<file path="config.mk">
export PLATFORM = sky130hd
export DESIGN_NAME = game_sequencer
export DESIGN_NICKNAME = d
export VERILOG_FILES = /design/src/rtl/pong_pkg.sv /design/src/rtl/game_sequencer_rise_detect.sv /design/src/rtl/game_sequencer.sv
export SDC_FILE = /design/constraint.sdc
export NUM_CORES = 1
export LEC_CHECK = 0
export BUFFER_PORTS_ARGS = -buffer_cell sky130_fd_sc_hd__buf_2
export CORE_MARGIN = 2
export CORE_UTILIZATION = 40
export CTS_CLUSTER_DIAMETER = 50
export DETAILED_ROUTE_END_ITERATION = 10
export PLACE_DENSITY = 0.56
export SETUP_SLACK_MARGIN = 0.2
export SLEW_MARGIN = 20
export SYNTH_ARGS = -nofsm -noshare
export SYNTH_HDL_FRONTEND = slang
export SYNTH_HIERARCHICAL = 1
export SYNTH_SLANG_ARGS = --single-unit
</file>
<file path="constraint.sdc">
create_clock -name i_clk -period 1.9 [get_ports i_clk]
set_input_delay 0 -clock i_clk [delete_from_list [all_inputs] [get_ports i_clk]]
set_output_delay 0 -clock i_clk [all_outputs]
set_load 0.03 [all_outputs]
</file>
<file path="src/rtl/pong_pkg.sv">
// Shared Pong definitions: game state encoding, default sizing and a
// saturating score helper used by the ball, paddle and score blocks.
package pong_pkg;

  localparam int STATE_WIDTH      = 3;
  localparam int SCORE_WIDTH_DEF  = 4;
  localparam int WIN_SCORE_DEF    = 7;
  localparam int SERVE_FRAMES_DEF = 60;
  localparam int CNT_WIDTH_DEF    = 8;

  typedef enum logic [STATE_WIDTH-1:0] {
    ST_IDLE  = 3'd0,
    ST_SERVE = 3'd1,
    ST_PLAY  = 3'd2,
    ST_POINT = 3'd3,
    ST_OVER  = 3'd4
  } state_t;

  // A point never pushes a score past the winning total.
  function automatic int sat_inc(input int value, input int limit);
    return (value >= limit) ? limit : value + 1;
  endfunction

endpackage

</file>
<file path="src/rtl/game_sequencer_rise_detect.sv">
// Rising-edge detector for a level input; history resets high so a button
// already held when reset releases is not seen as a press.
module rise_detect (
  input  logic i_clk,
  input  logic i_rst,
  input  logic i_sig,
  output logic o_rise
);

  logic r_prev;

  always_ff @(posedge i_clk) begin
    if (!i_rst) begin
      r_prev <= 1'b1;
    end else begin
      r_prev <= i_sig;
    end
  end

  assign o_rise = i_sig & ~r_prev;

endmodule

</file>
<file path="src/rtl/game_sequencer.sv">
// Pong game sequencer: serve hold-off, rally, point scoring and game-over
// control, with every output registered off the next-state decision.
module game_sequencer
  import pong_pkg::*;
#(
  parameter int SERVE_FRAMES = SERVE_FRAMES_DEF,
  parameter int WIN_SCORE    = WIN_SCORE_DEF,
  parameter int SCORE_WIDTH  = SCORE_WIDTH_DEF,
  parameter int CNT_WIDTH    = CNT_WIDTH_DEF
) (
  input  logic                   i_clk,
  input  logic                   i_rst,
  input  logic                   i_frame_tick,
  input  logic                   i_start,
  input  logic                   i_miss_left,
  input  logic                   i_miss_right,
  output logic                   o_ball_reset,
  output logic                   o_ball_enable,
  output logic                   o_serve_dir,
  output logic [SCORE_WIDTH-1:0] o_score1,
  output logic [SCORE_WIDTH-1:0] o_score2,
  output logic                   o_game_over,
  output logic                   o_winner,
  output logic [STATE_WIDTH-1:0] o_state
);

  localparam logic [SCORE_WIDTH-1:0] WIN_S      = SCORE_WIDTH'(WIN_SCORE);
  localparam logic [CNT_WIDTH-1:0]   SERVE_LOAD = CNT_WIDTH'(SERVE_FRAMES);

  state_t                 r_state;
  logic [CNT_WIDTH-1:0]   r_cnt;
  logic [SCORE_WIDTH-1:0] r_score1;
  logic [SCORE_WIDTH-1:0] r_score2;
  logic                   r_serve_dir;
  logic                   r_ball_reset;
  logic                   r_ball_enable;
  logic                   r_game_over;
  logic                   r_winner;

  state_t                 w_state_next;
  logic [CNT_WIDTH-1:0]   w_cnt_next;
  logic [SCORE_WIDTH-1:0] w_score1_next;
  logic [SCORE_WIDTH-1:0] w_score2_next;
  logic                   w_serve_dir_next;
  logic                   w_serve_entry;
  logic                   w_win_reached;
  logic                   w_start_rise;

  rise_detect u_start_rise (
    .i_clk  (i_clk),
    .i_rst  (i_rst),
    .i_sig  (i_start),
    .o_rise (w_start_rise)
  );

  assign w_win_reached = (r_score1 == WIN_S) || (r_score2 == WIN_S);

  always_comb begin
    w_state_next     = r_state;
    w_cnt_next       = r_cnt;
    w_score1_next    = r_score1;
    w_score2_next    = r_score2;
    w_serve_dir_next = r_serve_dir;

    case (r_state)
      ST_IDLE: begin
        if (w_start_rise) begin
          w_state_next     = ST_SERVE;
          w_serve_dir_next = 1'b0;
          w_score1_next    = '0;
          w_score2_next    = '0;
        end
      end

      ST_SERVE: begin
        if (i_frame_tick) begin
          if (r_cnt == '0) begin
            w_state_next = ST_PLAY;
          end else begin
            w_cnt_next = r_cnt - 1'b1;
          end
        end
      end

      ST_PLAY: begin
        // A double miss is a let: nobody scores, the serve swaps sides.
        if (i_miss_left && i_miss_right) begin
          w_serve_dir_next = ~r_serve_dir;
          w_state_next     = ST_POINT;
        end else if (i_miss_right) begin
          w_score1_next    = SCORE_WIDTH'(sat_inc(int'(r_score1), WIN_SCORE));
          w_serve_dir_next = 1'b1;
          w_state_next     = ST_POINT;
        end else if (i_miss_left) begin
          w_score2_next    = SCORE_WIDTH'(sat_inc(int'(r_score2), WIN_SCORE));
          w_serve_dir_next = 1'b0;
          w_state_next     = ST_POINT;
        end
      end

      ST_POINT: begin
        if (i_frame_tick) begin
          w_state_next = w_win_reached ? ST_OVER : ST_SERVE;
        end
      end

      ST_OVER: begin
        if (w_start_rise) begin
          w_state_next     = ST_SERVE;
          w_serve_dir_next = 1'b0;
          w_score1_next    = '0;
          w_score2_next    = '0;
        end
      end

      default: begin
        w_state_next     = ST_IDLE;
        w_serve_dir_next = 1'b0;
        w_score1_next    = '0;
        w_score2_next    = '0;
      end
    endcase

    // Every fresh serve restarts the hold-off, whichever state it came from.
    w_serve_entry = (w_state_next == ST_SERVE) && (r_state != ST_SERVE);
    if (w_serve_entry) begin
      w_cnt_next = SERVE_LOAD;
    end
  end

  always_ff @(posedge i_clk) begin
    if (!i_rst) begin
      r_state       <= ST_IDLE;
      r_cnt         <= '0;
      r_score1      <= '0;
      r_score2      <= '0;
      r_serve_dir   <= 1'b0;
      r_ball_reset  <= 1'b0;
      r_ball_enable <= 1'b0;
      r_game_over   <= 1'b0;
      r_winner      <= 1'b0;
    end else begin
      r_state       <= w_state_next;
      r_cnt         <= w_cnt_next;
      r_score1      <= w_score1_next;
      r_score2      <= w_score2_next;
      r_serve_dir   <= w_serve_dir_next;
      r_ball_reset  <= w_serve_entry;
      r_ball_enable <= (w_state_next == ST_PLAY);
      r_game_over   <= (w_state_next == ST_OVER);
      r_winner      <= (w_state_next == ST_OVER) && (w_score2_next == WIN_S);
    end
  end

  assign o_ball_reset  = r_ball_reset;
  assign o_ball_enable = r_ball_enable;
  assign o_serve_dir   = r_serve_dir;
  assign o_score1      = r_score1;
  assign o_score2      = r_score2;
  assign o_game_over   = r_game_over;
  assign o_winner      = r_winner;
  assign o_state       = r_state;

endmodule

</file>
==> key figures <==
Outcome
  • Status: finished clean

Setup path
  • Critical path fanouts, max: 4
  • Crit. End Element: flop
  • RR Startpoint: r_cnt[5]
  • R2R cell count: 5
  • Setup CP Type: reg2reg
  • Crit path buffers/inverters: 0
  • Slowest-stage cell, CP: or4_4
  • Crit-path max cell delay: ~560 ps
  • Top delay family on crit path: simple AND/OR/NAND/NOR gates
  • WP data required: approximately 2200 ps
  • Critical R2R Capture: o_ball_enable
  • Worst-path cell chain: or4_4, nor4_4, a21oi_2, nor3b_2, nor2b_2
  • Crit start category: flop
  • R2R Setup Slk: 240 ps
  • Worst EP arrival: between 1500 and 2000 ps

Global route
  • Initial antenna violation count: 0
  • Vias in the first global route: 1073
  • Largest net degree at the start of global routing: 20
  • Global Route Usage Sum: between 10% and 20%
  • GRT Residual Overflow: 0
  • First-pass GRT wire length: around 4600 um

Timing
  • Clock Skew: around 4.5 ps
  • Period utilisation layout: 87.62%
  • Actual slew at the worst max-slew pin: approximately 500 ps
  • Fin crit period: about 1700 ps
  • RSZ-0062 raised after global routing: yes
  • Fmax: 600.7 MHz
  • Final hold violation count: 0
  • Slew HR: 67.06%
  • Final setup TNS: 0 ps
  • Setup violations, final: 0
  • Count of pins over their slew limit: 0

Routing
  • Initial DRC Count: 38
  • Total wire length: 2965 um
  • Average wire per standard cell: between 10 and 15 um
  • Via count: roughly 1200
  • Routed Antenna Nets: 0
  • # DRC: 0
  • Pre-antenna DRT Iters: 6
  • Via density: 5.233

Floorplan
  • DIE WIDTH: about 62 um
  • Num rows: 20
  • Io pins: 22
  • Die height: around 62 um
  • Die Footprint: between 3000 and 4000 um2
  • CORE AREA: just over 3000 um2
  • Initial Util: around 43%

Placement
  • DP HPWL: roughly 2100 um
  • Placed Cells: 220
  • Port Buffers: 21
  • Placer's final routability congestion estimate: slightly above 0.8

Cells and area
  • Fraction of layout cells with a size suffix above 1: 32.79%
  • N_diodes: 0
  • Fin cells: approximately 230
  • Most frequent cells in the layout: 21 x buf_2, 15 x a21oi_1, 13 x dfxtp_1
  • Synth-to-Final Area Change: 22.11%
  • Most common cell after layout, fill and taps aside: buf_2
  • Filler instances: 321
  • Fin nets: roughly 190

Run
  • Max Cap Viol: 0

Synthesis
  • Post-synthesis compound-gate area fraction: between 20% and 30%
  • Yosys warns: 6
  • Synth Flop Type: dfxtp_1
  • Post-synth EDFFs: 0
  • Simple-gate share of the synthesized area: approximately 28%
  • Largest family of logic cells by synthesized area: simple AND/OR/NAND/NOR gates
  • Post-synthesis async set-or-reset flop share: 0%
  • Yosys reg bits: 25
  • Synth unique cells: 42
  • Mapped Area: between 1000 and 1500 um2
  • Adder-Cell Fraction of Synth Area: 3.763%
  • Sequential area share after synthesis: a little under two fifths
  • Post-Syn Instances: 155
  • XOR/XNOR share of the synthesized area: 4.610%
  • Mean Syn Cell Area: ~8.6 um2
  • Mux contribution to synthesized area: approximately 1.6%
  • Mapped Nets: approximately 170

Clock network
  • Register clock-pin slew on the reported worst setup and hold paths: ~140 ps
  • Max clock buf depth: 2
  • Clk_lat worst skew: between 300 and 400 ps
  • Sink Count: 25
  • Htree depth: 1
  • CTS root buf: clkbuf_4
  • CTS buffer count: 3
  • CTS tree: yes

Min path
  • Hold path endpoint: o_game_over
  • HP Class: in2reg
  • Hold_sp: i_rst
  • Hold Crit Depth: 2

Power
  • P per Cell Area: between 600 and 700 nW/um2
  • Worst-case vdd ir drop: approximately 0.33 mV
  • Leakage power: just under 0.7 nW
[repair_timing]
item                                   4_1_cts  5_1_grt
setup endpoints to repair                    9       13
endpoints found under the hold margin        1        0
buffers inserted                             0        1
hold buffers                                 2        0
pin swaps                                    1        7
gates resized for setup                      5       24
[through the flow]
stage / area (um2) / hold slack, ps / util, % / power, W / worst slack [ps]
finish: 1624 / 54.25 / 52.34 / 0.001057 / 235.2
detailed placement: 1499 / 212.6 / 48.31 / 0.0007985 / 142.5
floorplan: 1330 / 73.04 / - / 0.0007329 / 209.5
global placement: 1499 / 206.5 / 48.31 / 0.0007983 / 112.3
CTS: 1559 / 38.85 / 50.24 / 0.001062 / 205.5
global route: 1624 / 61.01 / 52.34 / 0.001132 / 168.3
[power by group]
part | internal, W | switching (W)
Clock | 0.0000789 | 0.000162
Combinational | 0.000110 | 0.000122
Sequential | 0.000550 | 0.0000330
[routing by layer]
layer | vias up | track usage, % | wire length, um
met1 | 551 | 20.46 | 1399
met5 | - | 0 | 0
met4 | 0 | 7.295 | 27
li1 | 613 | - | -
met2 | 22 | 27.37 | 1412
met3 | 2 | 3.151 | 126
[worst reg2reg max path, cell delays in order, from the launching register on]
cell and delay (ps):
dfxtp_2 360, or4_4 560, nor4_4 280, a21oi_2 60, nor3b_2 200, nor2b_2 160
[cell usage after synthesis (2+ instances only)]
library cell  number  area share, %
nand4_1            2           0.94
nor3_1             2           0.75
o21a_1             2            1.1
a22oi_1            2            1.1
xor2_1             3            2.0
o21ai_0            7            2.6
a21oi_1           17            6.4
buf_2              2           0.75
a21boi_0           6            3.4
ha_1               4            3.8
nand2b_1           6            2.8
nand3_1            7            2.6
nand4b_1           2            1.3
nor2b_1            5            2.4
dfxtp_1           25             38
nor2_1            11            3.1
nor4_1             3            1.4
o21bai_1           2            1.1
nand2_1            9            2.5
inv_1              8            2.3
xnor2_1            4            2.6
and3_1             6            2.8
[worst max path at each step]
stage / startpoint / endpoint / slack, ps / cells past startpoint
2_1_floorplan: o_state[0] / r_cnt[7] / 210 / 5
3_3_place_gp: r_cnt[0] / o_ball_enable / 110 / 7
3_5_place_dp: o_score2[0] / r_cnt[6] / 140 / 6
4_1_cts: r_cnt[0] / r_cnt[5] / 210 / 7
5_1_grt: r_cnt[1] / r_cnt[5] / 170 / 7
6_report: r_cnt[5] / o_ball_enable / 240 / 5
[sequential cells by signal, summed over array words and instances, names as in the netlist]
| register | cells |
|---|---|
| o_ball_enable | 1 |
| o_ball_reset | 1 |
| o_game_over | 1 |
| o_score1 | 4 |
| o_score2 | 4 |
| o_serve_dir | 1 |
| o_state | 3 |
| o_winner | 1 |
| r_cnt | 8 |
| u_start_rise/r_prev | 1 |
[cells by family (layout without fill, tap and decap cells)]
family | Yosys count | in the layout
simple gates | 63 | 63
compound gates | 42 | 42
flops | 25 | 25
buf+inv | 12 | 40
xor+xnor | 7 | 7
fa+ha+maj | 4 | 4
mux | 2 | 2
[final cells by class]
| cell class | count | area [um2] | area share [%] |
|---|---|---|---|
| Sequential cell | 25 | 520.5 | 32.05 |
| Inverter | 8 | 30.03 | 1.849 |
| Tap cell | 44 | 55.05 | 3.390 |
| Timing Repair Buffer | 28 | 162.7 | 10.02 |
| Multi-Input combinational cell | 118 | 828.3 | 51.00 |
| Clock buffer | 3 | 22.52 | 1.387 |
| Clock inverter | 1 | 5.005 | 0.3082 |
(Power assumes the default switching activity.)
